`src/rtl/uart_rx_cmd_ctrl_if.sv`:
```
// Byte-stream and status bundle between the UART receiver side and the
// command sequencer. The receiver side is the master: it supplies bytes
// and observes the LED and status outputs.
interface uart_rx_cmd_ctrl_if #(
  parameter int ERR_W = 4
);
  logic [7:0]       rx_data;
  logic             rx_ready;
  logic             rx_error;
  logic [15:0]      led;
  logic             busy;
  logic             cmd_done;
  logic             cmd_err;
  logic [ERR_W-1:0] err_cnt;

  modport master (
    output rx_data, rx_ready, rx_error,
    input  led, busy, cmd_done, cmd_err, err_cnt
  );

  modport slave (
    input  rx_data, rx_ready, rx_error,
    output led, busy, cmd_done, cmd_err, err_cnt
  );
endinterface

```
`src/rtl/uart_rx_cmd_ctrl.sv`:
```
// Command sequencer behind the UART receiver. Turns each rising edge of
// rx_ready into one byte, parses 1-byte opcodes and the 3-byte load frame,
// and drives a 16-bit LED register. Receiver errors and inter-byte
// timeouts abort the frame and bump a saturating error counter.
module uart_rx_cmd_ctrl #(
  parameter int TIMEOUT_CYCLES = 1_000_000,
  parameter int ERR_W          = 4
) (
  input  logic               clk,
  input  logic               rst_n,
  uart_rx_cmd_ctrl_if.slave  bus
);

  // Timer only needs to reach TIMEOUT_CYCLES-1.
  localparam int TW = (TIMEOUT_CYCLES > 1) ? $clog2(TIMEOUT_CYCLES) : 1;
  localparam logic [TW-1:0]    T_LAST  = TW'(TIMEOUT_CYCLES - 1);
  localparam logic [ERR_W-1:0] ERR_MAX = '1;

  localparam logic [7:0] OP_LOAD = 8'h4C;
  localparam logic [7:0] OP_CLR  = 8'h43;
  localparam logic [7:0] OP_INC  = 8'h49;
  localparam logic [7:0] OP_ROT  = 8'h44;

  typedef enum logic [1:0] {
    IDLE   = 2'd0,
    GET_HI = 2'd1,
    GET_LO = 2'd2
  } state_t;

  state_t           state;
  logic [TW-1:0]    timer;
  logic [7:0]       hi_q;
  logic             rdy_q;
  logic [15:0]      led_q;
  logic             busy_q;
  logic             done_q;
  logic             err_q;
  logic [ERR_W-1:0] err_cnt_q;

  logic byte_stb;
  logic bad_opcode;
  logic timeout_hit;
  logic raise_err;

  assign byte_stb = bus.rx_ready & ~rdy_q;

  // Classify this cycle's abort conditions; a byte strobe always beats the timeout.
  always_comb begin
    bad_opcode  = 1'b0;
    timeout_hit = 1'b0;
    if (state == IDLE) begin
      bad_opcode = (bus.rx_data != OP_LOAD) && (bus.rx_data != OP_CLR) &&
                   (bus.rx_data != OP_INC)  && (bus.rx_data != OP_ROT);
    end
    if (state != IDLE) begin
      timeout_hit = (timer == T_LAST);
    end
    raise_err = byte_stb ? (bus.rx_error | bad_opcode) : timeout_hit;
  end

  // Frame parser, LED register, timeout timer and error counter.
  always_ff @(posedge clk or negedge rst_n) begin
    if (!rst_n) begin
      state     <= IDLE;
      timer     <= '0;
      hi_q      <= '0;
      rdy_q     <= 1'b1;
      led_q     <= '0;
      busy_q    <= 1'b0;
      done_q    <= 1'b0;
      err_q     <= 1'b0;
      err_cnt_q <= '0;
    end else begin
      rdy_q  <= bus.rx_ready;
      done_q <= 1'b0;
      err_q  <= raise_err;

      if (raise_err && (err_cnt_q != ERR_MAX)) begin
        err_cnt_q <= err_cnt_q + ERR_W'(1);
      end

      if (byte_stb) begin
        timer <= '0;
        if (bus.rx_error) begin
          state  <= IDLE;
          busy_q <= 1'b0;
        end else begin
          case (state)
            IDLE: begin
              case (bus.rx_data)
                OP_LOAD: begin
                  state  <= GET_HI;
                  busy_q <= 1'b1;
                end
                OP_CLR: begin
                  led_q  <= '0;
                  done_q <= 1'b1;
                end
                OP_INC: begin
                  led_q  <= led_q + 16'd1;
                  done_q <= 1'b1;
                end
                OP_ROT: begin
                  led_q  <= {led_q[14:0], led_q[15]};
                  done_q <= 1'b1;
                end
                default: ;
              endcase
            end
            GET_HI: begin
              hi_q   <= bus.rx_data;
              state  <= GET_LO;
              busy_q <= 1'b1;
            end
            GET_LO: begin
              led_q  <= {hi_q, bus.rx_data};
              done_q <= 1'b1;
              state  <= IDLE;
              busy_q <= 1'b0;
            end
            default: begin
              state  <= IDLE;
              busy_q <= 1'b0;
            end
          endcase
        end
      end else if (state == IDLE) begin
        timer <= '0;
      end else if (timeout_hit) begin
        timer  <= '0;
        state  <= IDLE;
        busy_q <= 1'b0;
      end else begin
        timer <= timer + TW'(1);
      end
    end
  end

  assign bus.led      = led_q;
  assign bus.busy     = busy_q;
  assign bus.cmd_done = done_q;
  assign bus.cmd_err  = err_q;
  assign bus.err_cnt  = err_cnt_q;

endmodule
```
`src/flat_wrapper.sv`:
```
// flat-port wrapper written by rule: the top's interface ports become plain ports
module uart_rx_cmd_ctrl_flat 
#(
  parameter int TIMEOUT_CYCLES = 1_000_000,
  parameter int ERR_W          = 4
)
  (clk, rst_n, bus_rx_data, bus_rx_ready, bus_rx_error, bus_led, bus_busy, bus_cmd_done, bus_cmd_err, bus_err_cnt);
  uart_rx_cmd_ctrl_if #(.ERR_W(ERR_W)) bus_i ();
  input  logic clk;
  input  logic rst_n;
  input wire logic [$bits(bus_i.rx_data)-1:0] bus_rx_data;
  input wire logic [$bits(bus_i.rx_ready)-1:0] bus_rx_ready;
  input wire logic [$bits(bus_i.rx_error)-1:0] bus_rx_error;
  output wire logic [$bits(bus_i.led)-1:0] bus_led;
  output wire logic [$bits(bus_i.busy)-1:0] bus_busy;
  output wire logic [$bits(bus_i.cmd_done)-1:0] bus_cmd_done;
  output wire logic [$bits(bus_i.cmd_err)-1:0] bus_cmd_err;
  output wire logic [$bits(bus_i.err_cnt)-1:0] bus_err_cnt;
  assign bus_i.rx_data = bus_rx_data;
  assign bus_i.rx_ready = bus_rx_ready;
  assign bus_i.rx_error = bus_rx_error;
  assign bus_led = bus_i.led;
  assign bus_busy = bus_i.busy;
  assign bus_cmd_done = bus_i.cmd_done;
  assign bus_cmd_err = bus_i.cmd_err;
  assign bus_err_cnt = bus_i.err_cnt;
  uart_rx_cmd_ctrl #(.TIMEOUT_CYCLES(TIMEOUT_CYCLES), .ERR_W(ERR_W)) u_core (.clk(clk), .rst_n(rst_n), .bus(bus_i));
endmodule
```
`config.mk`:
```
export PLATFORM = sky130hd
export DESIGN_NAME = uart_rx_cmd_ctrl_flat
export DESIGN_NICKNAME = d
export VERILOG_FILES = /design/src/rtl/uart_rx_cmd_ctrl_if.sv /design/src/rtl/uart_rx_cmd_ctrl.sv /design/src/flat_wrapper.sv
export SDC_FILE = /design/constraint.sdc
export NUM_CORES = 1
export LEC_CHECK = 0
export CAP_MARGIN = 20
export CORE_ASPECT_RATIO = 0.9
export CORE_MARGIN = 2
export CORE_UTILIZATION = 45
export CTS_CLUSTER_DIAMETER = 200
export DETAILED_ROUTE_END_ITERATION = 10
export PLACE_DENSITY = 0.64
export SLEW_MARGIN = 20
export SYNTH_ARGS = -nofsm -noshare
export SYNTH_HDL_FRONTEND = slang
export SYNTH_SLANG_ARGS = --single-unit
```
`constraint.sdc`:
```
create_clock -name clk -period 2.4 [get_ports clk]
set_clock_uncertainty 0.05 [all_clocks]
set_input_delay 0.48 -clock clk [delete_from_list [all_inputs] [get_ports clk]]
set_output_delay 0.48 -clock clk [all_outputs]
set_load 0.01 [all_outputs]
```
Yosys cells after proc, flatten, opt, wreduce, memory -nomap -nowiden
Cells that the tools add are included.

Register bits: 54. Input port bits: 12. Output and inout bits: 23. Logic and storage cells: 67.

Add/sub/neg operators: 3. Equal/unequal tests: 15. Muxes and demuxes: 24. Bitwise logic cells: 4. Reductions and logical operators: 12.

Operators with widths (count): $mux W20 (3); $pmux W16 S3 (1); $eq A8 B7 Y1 const B (4); $ne A8 B7 Y1 const B (4); $pmux W16 S2 (1); $add A20 B1 Y20 const B (1); $eq A20 B20 Y1 const B (1); $add A16 B1 Y16 const B (1); $mux W1 (11); $mux W2 (5); $ne A4 B4 Y1 const B (2); $reduce_and A3 Y1 (2); $reduce_bool A2 Y1 (3); $add A4 B1 Y4 const B (1); $logic_and A1 B1 Y1 (4); $pmux W1 S2 (2); $pmux W2 S2 (1); $reduce_and A4 Y1 (1); $ne A3 B3 Y1 const B (1); $reduce_or A3 Y1 (1); $eq A2 B1 Y1 const B (1); $eq A2 B2 Y1 const B (1); $logic_not A2 Y1 (1); $ne A2 B1 Y1 const B (1); other kinds (3) (4).

Depth between registers and ports, before layout
Gate-level depths: netlist of the first run.

Depth in word-level cells: 8. Gate-level depth with buffers: 8. Depth with buffers taken out: 6.

Worst setup path before layout of the first run
OpenSTA, ideal clock, no wires.

Kind: register to register. Start: reg u_core.state[1]. End: reg u_core.err_cnt_q[1] (netlist: u_core.bus.err_cnt[1]). Setup time: 127 ps. Data arrival time: 1869 ps. Data required time: 2223 ps. Setup slack: 353 ps. Cell stages (with the launch flop): 7. Buffers on the path: 1. Clock period less this slack: 2047 ps. Cells stage by stage: dfrtp_1 > or2_0 > buf_2 > or4_4 > nand2_2 > and3_4 > mux2_1.

Word-level cells in the longest chain between the ends: 5. Elaborated cells on any way between the ends: 7. Classes of those cells: 3 x mux; 1 x bitwise; 3 x reduce/logical.

RTL lines: start: declaration (line uart_rx_cmd_ctrl.sv:30) `state_t state;`; start signal: assignment (line uart_rx_cmd_ctrl.sv:64) `state <= IDLE;`; start signal: assignment (line uart_rx_cmd_ctrl.sv:85) `state <= IDLE;`; start signal: assignment (line uart_rx_cmd_ctrl.sv:92) `state <= GET_HI;`; $logic_not A2 Y1 (line uart_rx_cmd_ctrl.sv:51) `if (state == IDLE) begin`; $mux W1 (line uart_rx_cmd_ctrl.sv:51); $or A1 B1 Y1 (line uart_rx_cmd_ctrl.sv:58) `raise_err = byte_stb ? (bus.rx_error | bad_opcode) : timeout_hit;`; $mux W1 (*) (line uart_rx_cmd_ctrl.sv:58); $logic_and A1 B1 Y1 (*) (line uart_rx_cmd_ctrl.sv:78) `if (raise_err && (err_cnt_q != ERR_MAX)) begin`; end signal: assignment (line uart_rx_cmd_ctrl.sv:79) `err_cnt_q <= err_cnt_q + ERR_W'(1);`; end: declaration (line uart_rx_cmd_ctrl.sv:38) `logic [ERR_W-1:0] err_cnt_q;`.

Every way passes the cells marked *; elsewhere a longest branch is shown, timed or not. A chain may end at the register's enable or synchronous reset.

Worst setup path in the final report of the first run
Start: in bus_rx_data[2]. End: reg u_core.err_cnt_q[1] (netlist: u_core.bus.err_cnt[1]).

Word-level cells in the longest chain between the ends: 8. Elaborated cells on any way between the ends: 11. Classes of those cells: 4 x eq/ne; 2 x mux; 1 x bitwise; 4 x reduce/logical.

RTL lines: start: declaration (line flat_wrapper.sv:11) `input wire logic [$bits(bus_i.rx_data)-1:0] bus_rx_data;`; $ne A8 B7 Y1 (line uart_rx_cmd_ctrl.sv:52) `bad_opcode = (bus.rx_data != OP_LOAD) && (bus.rx_data != OP_CLR) &&`; $logic_and A1 B1 Y1 (2 in series) (line uart_rx_cmd_ctrl.sv:52); $logic_and A1 B1 Y1 (*) (line uart_rx_cmd_ctrl.sv:53) `(bus.rx_data != OP_INC) && (bus.rx_data != OP_ROT);`; $mux W1 (*) (line uart_rx_cmd_ctrl.sv:51); $or A1 B1 Y1 (*) (line uart_rx_cmd_ctrl.sv:58); $mux W1 (*) (line uart_rx_cmd_ctrl.sv:58); $logic_and A1 B1 Y1 (*) (line uart_rx_cmd_ctrl.sv:78).

Marked as above.

==> results.json, run 1 <==
{
  "worstPathArrival_ns": 2.44,
  "netlist_area_mm2": 0.00305,
  "worst_pin_slew_ns": 0.637,
  "grt_pass1_wl_mm": 12.6,
  "synth-edff-count": 0,
  "powerDensity_mw_per_mm2": 592,
  "avgSynthCellArea_um2": 9.62,
  "wl_per_cell_um": 16.0,
  "fin_nets": 404,
  "crit_chain": "clkdlybuf4s50_1 -> buf_4 -> nor3b_1 -> or4_4 -> nand2_2 -> and3_4 -> mux2_1",
  "grt_start_max_net_pins": 35,
  "reg2reg_from": "u_core.timer[13]$_DFF_PN0_",
  "initial_core_util": 0.465,
  "hpwl_mm": 5.82,
  "crit_path_end_kind": "register",
  "core_mm2": 0.00655,
  "ys_top_cells_by_area": "dfrtp_1 43%, nor2_1 5.3%, xor2_1 4.9%",
  "cpPeakStageDelay_ns": 0.54,
  "grtUsageTotal": 0.214,
  "ios": 35,
  "worstPathRequired_ns": 2.55,
  "synth.ff_latch_count": 54,
  "reg2reg_to": "u_core.bus.err_cnt[1]$_DFFE_PN0P_",
  "nFillCells": 579,
  "critPathBufInv": 2,
  "h-tree-depth": 2,
  "first_pass_iters": 4,
  "placement.io_buffers": 34,
  "place_area_mm2": 0.00377,
  "cts_tree": "yes",
  "reg2regPathDepth": 5,
  "netlist_top_cells_count": "53 x dfrtp_1, 43 x nor2_1, 30 x nand2_1, 22 x nand3_1, 17 x xor2_1",
  "crit_path_start_kind": "input pin",
  "relSlewSlack": 0.572,
  "first_iter_violations": 174,
  "routed_wl_mm": 7.68,
  "synthArstFlopShare": 1.00,
  "ys_types": 63,
  "die_w_um": 90.8,
  "grt_pass1_vias": 2433,
  "synthDominantCellAreaShare": 0.435,
  "status": "completed",
  "cts_inserted_buffers": 5,
  "clk_pin_slew_worst_paths_ns": 0.10,
  "place_congestion": 0.921,
  "drv_cap": 0,
  "die_height_um": 82.1,
  "synth_top_area_cell": "dfrtp_1",
  "ant_nets": 0,
  "yosysMostFrequentCell": "dfrtp_1",
  "die-area_mm2": 0.00745,
  "via_per_inst": 5.66,
  "post_cts_buffers": 0,
  "ff_latch_area_mm2": 0.00135,
  "setup_viol": 0,
  "p_total_mw": 2.29,
  "worst_ir_drop_vdd_mv": 0.457,
  "drv_slew": 0,
  "hold_slack_ns": 0.0915,
  "antenna_cells": 0,
  "worst_path_max_delay_cell": "or4_4",
  "finalCritPeriodShare": 0.953,
  "yosys_most_used_dff": "dfrtp_1",
  "antenna_found_initial": 0,
  "syn_inst": 317,
  "hold_viol_final": 0,
  "seq_area_frac_synth": 0.444,
  "overflow": 0,
  "via_count": 2715,
  "hold_class": "input pin to async pin",
  "max_freq_mhz": 437,
  "total_leakage_power_nw": 1.62,
  "drive_gt1_frac": 0.192,
  "cts_root_buffer": "clkbuf_8",
  "drc": 0,
  "area_growth_pct": 27.0,
  "critPathMaxFanout": 5,
  "r2r_slack_ns": 0.22,
  "crit_family": "simple AND/OR/NAND/NOR gates",
  "min_period_ns": 2.29,
  "rows": 28,
  "ys_warn_count": 0,
  "path_class": "input pin to register",
  "final.setup.tns_ns": 0,
  "postCtsResizedCells": 0,
  "clkLatencyLatePin_ns": 0.31,
  "synthesis.nets": 332,
  "cts_buffer_depth": 2,
  "cts_sinks": 54,
  "ctsHoldBuffers": 0,
  "postLayoutCellArea_mm2": 0.00387,
  "multi_input_area_mm2": 0.00164
}
-- area by class of cell --
class	count	area share
sequential	54	0.349
timing repair buffer	75	0.169
inverter	4	0.00388
tap	90	0.0291
clock buffer	5	0.0178
multi-input combinational	249	0.424
clock inverter	3	0.00646
-- placed cells by master (no fill, tap or decap), types with 3 or more instances in the layout --
| cell type | Yosys | final |
|---|---|---|
| a221oi_1 | 10 | 10 |
| mux2_2 | 8 | 8 |
| and2_1 | 3 | 3 |
| and4_1 | 5 | 5 |
| nor2_1 | 43 | 43 |
| nand4_1 | 7 | 7 |
| clkbuf_8 | 0 | 5 |
| nor4b_1 | 3 | 3 |
| inv_1 | 3 | 3 |
| xnor2_1 | 8 | 8 |
| xor2_1 | 17 | 17 |
| nor3_1 | 8 | 8 |
| nand3_1 | 22 | 22 |
| ha_1 | 3 | 3 |
| clkdlybuf4s50_1 | 0 | 33 |
| dfrtp_1 | 53 | 53 |
| o31ai_1 | 4 | 4 |
| a21oi_1 | 5 | 5 |
| nand2_1 | 30 | 30 |
| a31oi_1 | 7 | 7 |
| buf_4 | 1 | 40 |
| and3_1 | 8 | 8 |
| o21ai_0 | 9 | 9 |
-- power breakdown --
| part | internal (mW) | leakage, nW | total [mW] | switching [mW] |
|---|---|---|---|---|
| clock network | 0.211 | 0.0447 | 0.533 | 0.322 |
| logic | 0.332 | 0.858 | 0.581 | 0.249 |
| registers | 1.02 | 0.717 | 1.18 | 0.156 |
-- per-stage QoR --
stage | std cells | util | worst slack [ns]
floorplan | 317 | - | 0.353
global placement | 472 | 0.576 | -0.216
detailed placement | 472 | 0.576 | -0.218
CTS | 480 | 0.590 | 0.112
global route | 480 | 0.591 | -0.0179
finish | 480 | 0.591 | 0.112
-- layer usage --
layer | global-route usage | vias up | wire length, um
met5 | 0 | - | 0
met4 | 0.0515 | 0 | 62
met3 | 0.0417 | 7 | 352
met2 | 0.309 | 68 | 3280
met1 | 0.330 | 1328 | 3990
li1 | - | 1312 | -
-- worst max-delay path by stage --
| stage | start | end | slack, ns | depth (start not counted) |
|---|---|---|---|---|
| 2_1_floorplan | u_core.state[1]$_DFFE_PN0P_ | u_core.bus.err_cnt[1]$_DFFE_PN0P_ | 0.35 | 6 |
| 3_3_place_gp | bus_rx_data[1] | u_core.bus.led[6]$_DFFE_PN0P_ | -0.22 | 7 |
| 3_5_place_dp | bus_rx_data[3] | u_core.bus.led[6]$_DFFE_PN0P_ | -0.22 | 8 |
| 4_1_cts | bus_rx_data[1] | u_core.bus.led[6]$_DFFE_PN0P_ | 0.11 | 7 |
| 5_1_grt | bus_rx_data[5] | u_core.bus.led[5]$_DFFE_PN0P_ | -0.02 | 7 |
| 6_report | bus_rx_data[2] | u_core.bus.err_cnt[1]$_DFFE_PN0P_ | 0.11 | 7 |
-- logic make-up (layout without fill, tap and decap cells) --
logic type	Yosys count	after routing	synth area share
xor gates and xnor gates	25	25	0.0718
muxes	10	10	0.0369
and+or+nand+nor	155	155	0.275
adders and majority gates	3	3	0.0123
DFF	54	54	0.444
buffers and inverters	14	87	0.0201
AOI/OAI and AO/OA	56	56	0.140
-- state kept, by name, indices dropped and copies added, names as in the netlist --
signal	flops
u_core.timer	20
u_core.bus.cmd_err	1
u_core.bus.cmd_done	1
u_core.bus.busy	1
u_core.hi_q	8
u_core.rdy_q	1
u_core.state	2
u_core.bus.err_cnt	4
u_core.bus.led	16
No activity file was read; power rests on OpenSTA's default activity.
==> inputs of run 2 (changes only) <==
--- a/config.mk
+++ b/config.mk
@@ -11,7 +11,8 @@
 export CORE_UTILIZATION = 45
 export CTS_CLUSTER_DIAMETER = 200
 export DETAILED_ROUTE_END_ITERATION = 10
-export PLACE_DENSITY = 0.64
+export DONT_BUFFER_PORTS = 1
+export PLACE_DENSITY = 0.58
 export SLEW_MARGIN = 20
 export SYNTH_ARGS = -nofsm -noshare
 export SYNTH_HDL_FRONTEND = slang
==> run 2 against run 1 <==
First-iteration DRC count shrank 9.8%. Sequential share of layout area rose by 5.6 points. Register-to-register slack gained 0.05 ns. Utilization down 8.1 points. Hold slack better by 0.016 ns. Via count is 8.9% lower. Design area down 14%. Setup slack better by 0.15 ns.
==> results.json, run 2 (synthesized netlist as in run 1, its figures left out) <==
{
  "status": "completed",
  "layout_common_cells": "53 x dfrtp_1, 43 x nor2_1, 30 x nand2_1",
  "placement.io_buffers": 0,
  "min_to": "u_core.rdy_q$_DFF_PN1_",
  "postLayoutCellArea_mm2": 0.00334,
  "drive_gt1_frac": 0.139,
  "setup_viol": 0,
  "cts_sinks": 54,
  "cts_buffer_depth": 2,
  "largest_register_ff_count": 20,
  "reg2reg_to": "u_core.bus.err_cnt[1]$_DFFE_PN0P_",
  "critPathBufInv": 0,
  "reg2regPathDepth": 6,
  "cts_inserted_buffers": 5,
  "antenna_found_initial": 0,
  "antenna_cells": 0,
  "initial_core_util": 0.465,
  "relSlewSlack": 0.472,
  "grt_start_max_net_pins": 55,
  "hold_class": "input pin to register",
  "place_congestion": 0.842,
  "cpPeakStageDelay_ns": 0.40,
  "reg2reg_from": "u_core.timer[0]$_DFF_PN0_",
  "critPathMaxFanout": 6,
  "path_class": "register to register",
  "grt_use_met2": 0.301,
  "cts_tree": "yes",
  "dp_slack_ns": 0.214,
  "die-area_mm2": 0.00745,
  "ant_nets": 0,
  "area_growth_pct": 9.60,
  "final_common_cell": "dfrtp_1",
  "first_pass_iters": 4,
  "nFillCells": 618,
  "crit_chain": "ha_1 -> and4_1 -> nand2_1 -> o31ai_4 -> and3_4 -> mux2_1",
  "cts_root_buffer": "clkbuf_8",
  "drv_cap": 0,
  "regMostFlops": "u_core.timer",
  "worst_ir_drop_vdd_mv": 0.424,
  "final.setup.tns_ns": 0,
  "clkLatencyLatePin_ns": 0.31,
  "rows": 28,
  "r2r_slack_ns": 0.27,
  "hpwl_mm": 5.36,
  "place_area_mm2": 0.00321,
  "die_height_um": 82.1,
  "fin_nets": 344,
  "busiest_layer": "met1",
  "routed_wl_mm": 7.52,
  "max_freq_mhz": 469,
  "grt_pass1_vias": 2331,
  "drv_slew": 0,
  "worst_path_max_delay_cell": "dfrtp_1",
  "worstPathRequired_ns": 2.55,
  "overflow": 0,
  "rsz0062_at_grt": "false",
  "grt_pass1_wl_mm": 12.4,
  "worst_pin_slew_ns": 0.786,
  "dp_cells": 410,
  "worstHoldPathCells": 0,
  "min_period_ns": 2.13,
  "powerDensity_mw_per_mm2": 628,
  "worstPathArrival_ns": 2.28,
  "via_per_inst": 5.89,
  "first_iter_violations": 157,
  "total_leakage_power_nw": 1.36,
  "crit_family": "simple AND/OR/NAND/NOR gates",
  "hold_viol_final": 0,
  "via_count": 2473,
  "core_mm2": 0.00655,
  "die_w_um": 90.8,
  "ios": 35,
  "h-tree-depth": 2,
  "finalCritPeriodShare": 0.889,
  "fin_ws_ns": 0.266,
  "wl_per_cell_um": 17.9,
  "grtUsageTotal": 0.213,
  "gr-usage-met1": 0.319,
  "met3_usage": 0.0554,
  "crit_path_start_kind": "register",
  "clk_pin_slew_worst_paths_ns": 0.09,
  "fin_cells": 420,
  "hold_start": "bus_rx_ready",
  "crit_path_end_kind": "register",
  "drc": 0
}
## run 2: worst reg2reg max path, stage by stage, from the launching register on
cell and delay (ns):
dfrtp_1 0.40, ha_1 0.21, and4_1 0.25, nand2_1 0.14
o31ai_4 0.40, and3_4 0.27, mux2_1 0.31
## run 2: where the power goes
part | switching [mW] | leakage [nW] | internal [mW]
Combinational | 0.180 | 0.598 | 0.171
Sequential | 0.191 | 0.717 | 1.02
Clock | 0.300 | 0.0482 | 0.234
## run 2: what timing repair did
item | CTS | global route
buffers inserted | 0 | 0
hold buffers | 2 | 0
resized for setup | 0 | 0
hold endpoints to repair | 54 | 0
## run 2: cell type report
cell class,count,area [um2],area share
Multi-Input combinational cell,249,1640,0.489
Sequential cell,54,1350,0.405
Clock buffer,7,86.3,0.0258
Tap cell,90,113,0.0337
Inverter,4,15.0,0.00449
Clock inverter,1,5.00,0.00150
Timing Repair Buffer,15,135,0.0404
## run 2: how the worst max path moves through the flow
stage,startpoint,endpoint,cells past startpoint
finish,u_core.timer[0]$_DFF_PN0_,u_core.bus.err_cnt[1]$_DFFE_PN0P_,6
global route,u_core.timer[13]$_DFF_PN0_,u_core.bus.err_cnt[1]$_DFFE_PN0P_,5
CTS,u_core.timer[13]$_DFF_PN0_,u_core.bus.err_cnt[1]$_DFFE_PN0P_,5
detailed placement,bus_rx_data[5],u_core.bus.busy$_DFFE_PN0P_,5
global placement,bus_rx_data[5],u_core.bus.busy$_DFFE_PN0P_,5
floorplan,u_core.state[1]$_DFFE_PN0P_,u_core.bus.err_cnt[1]$_DFFE_PN0P_,6
## run 2: per-stage QoR
step / total power, mW / hold slack [ns] / utilization
6_report: 2.10 / 0.107 / 0.510
5_1_grt: 2.22 / 0.0946 / 0.510
4_1_cts: 2.12 / 0.0989 / 0.510
3_5_place_dp: 1.56 / 0.137 / 0.490
3_3_place_gp: 1.55 / 0.137 / 0.490
2_1_floorplan: 1.44 / 0.134 / -
## run 2: metal layers
metal / vias up / wire length (um)
li1: 1186 / -
met1: 1206 / 3750
met2: 72 / 3100
met3: 9 / 561
met4: 0 / 111
met5: - / 0
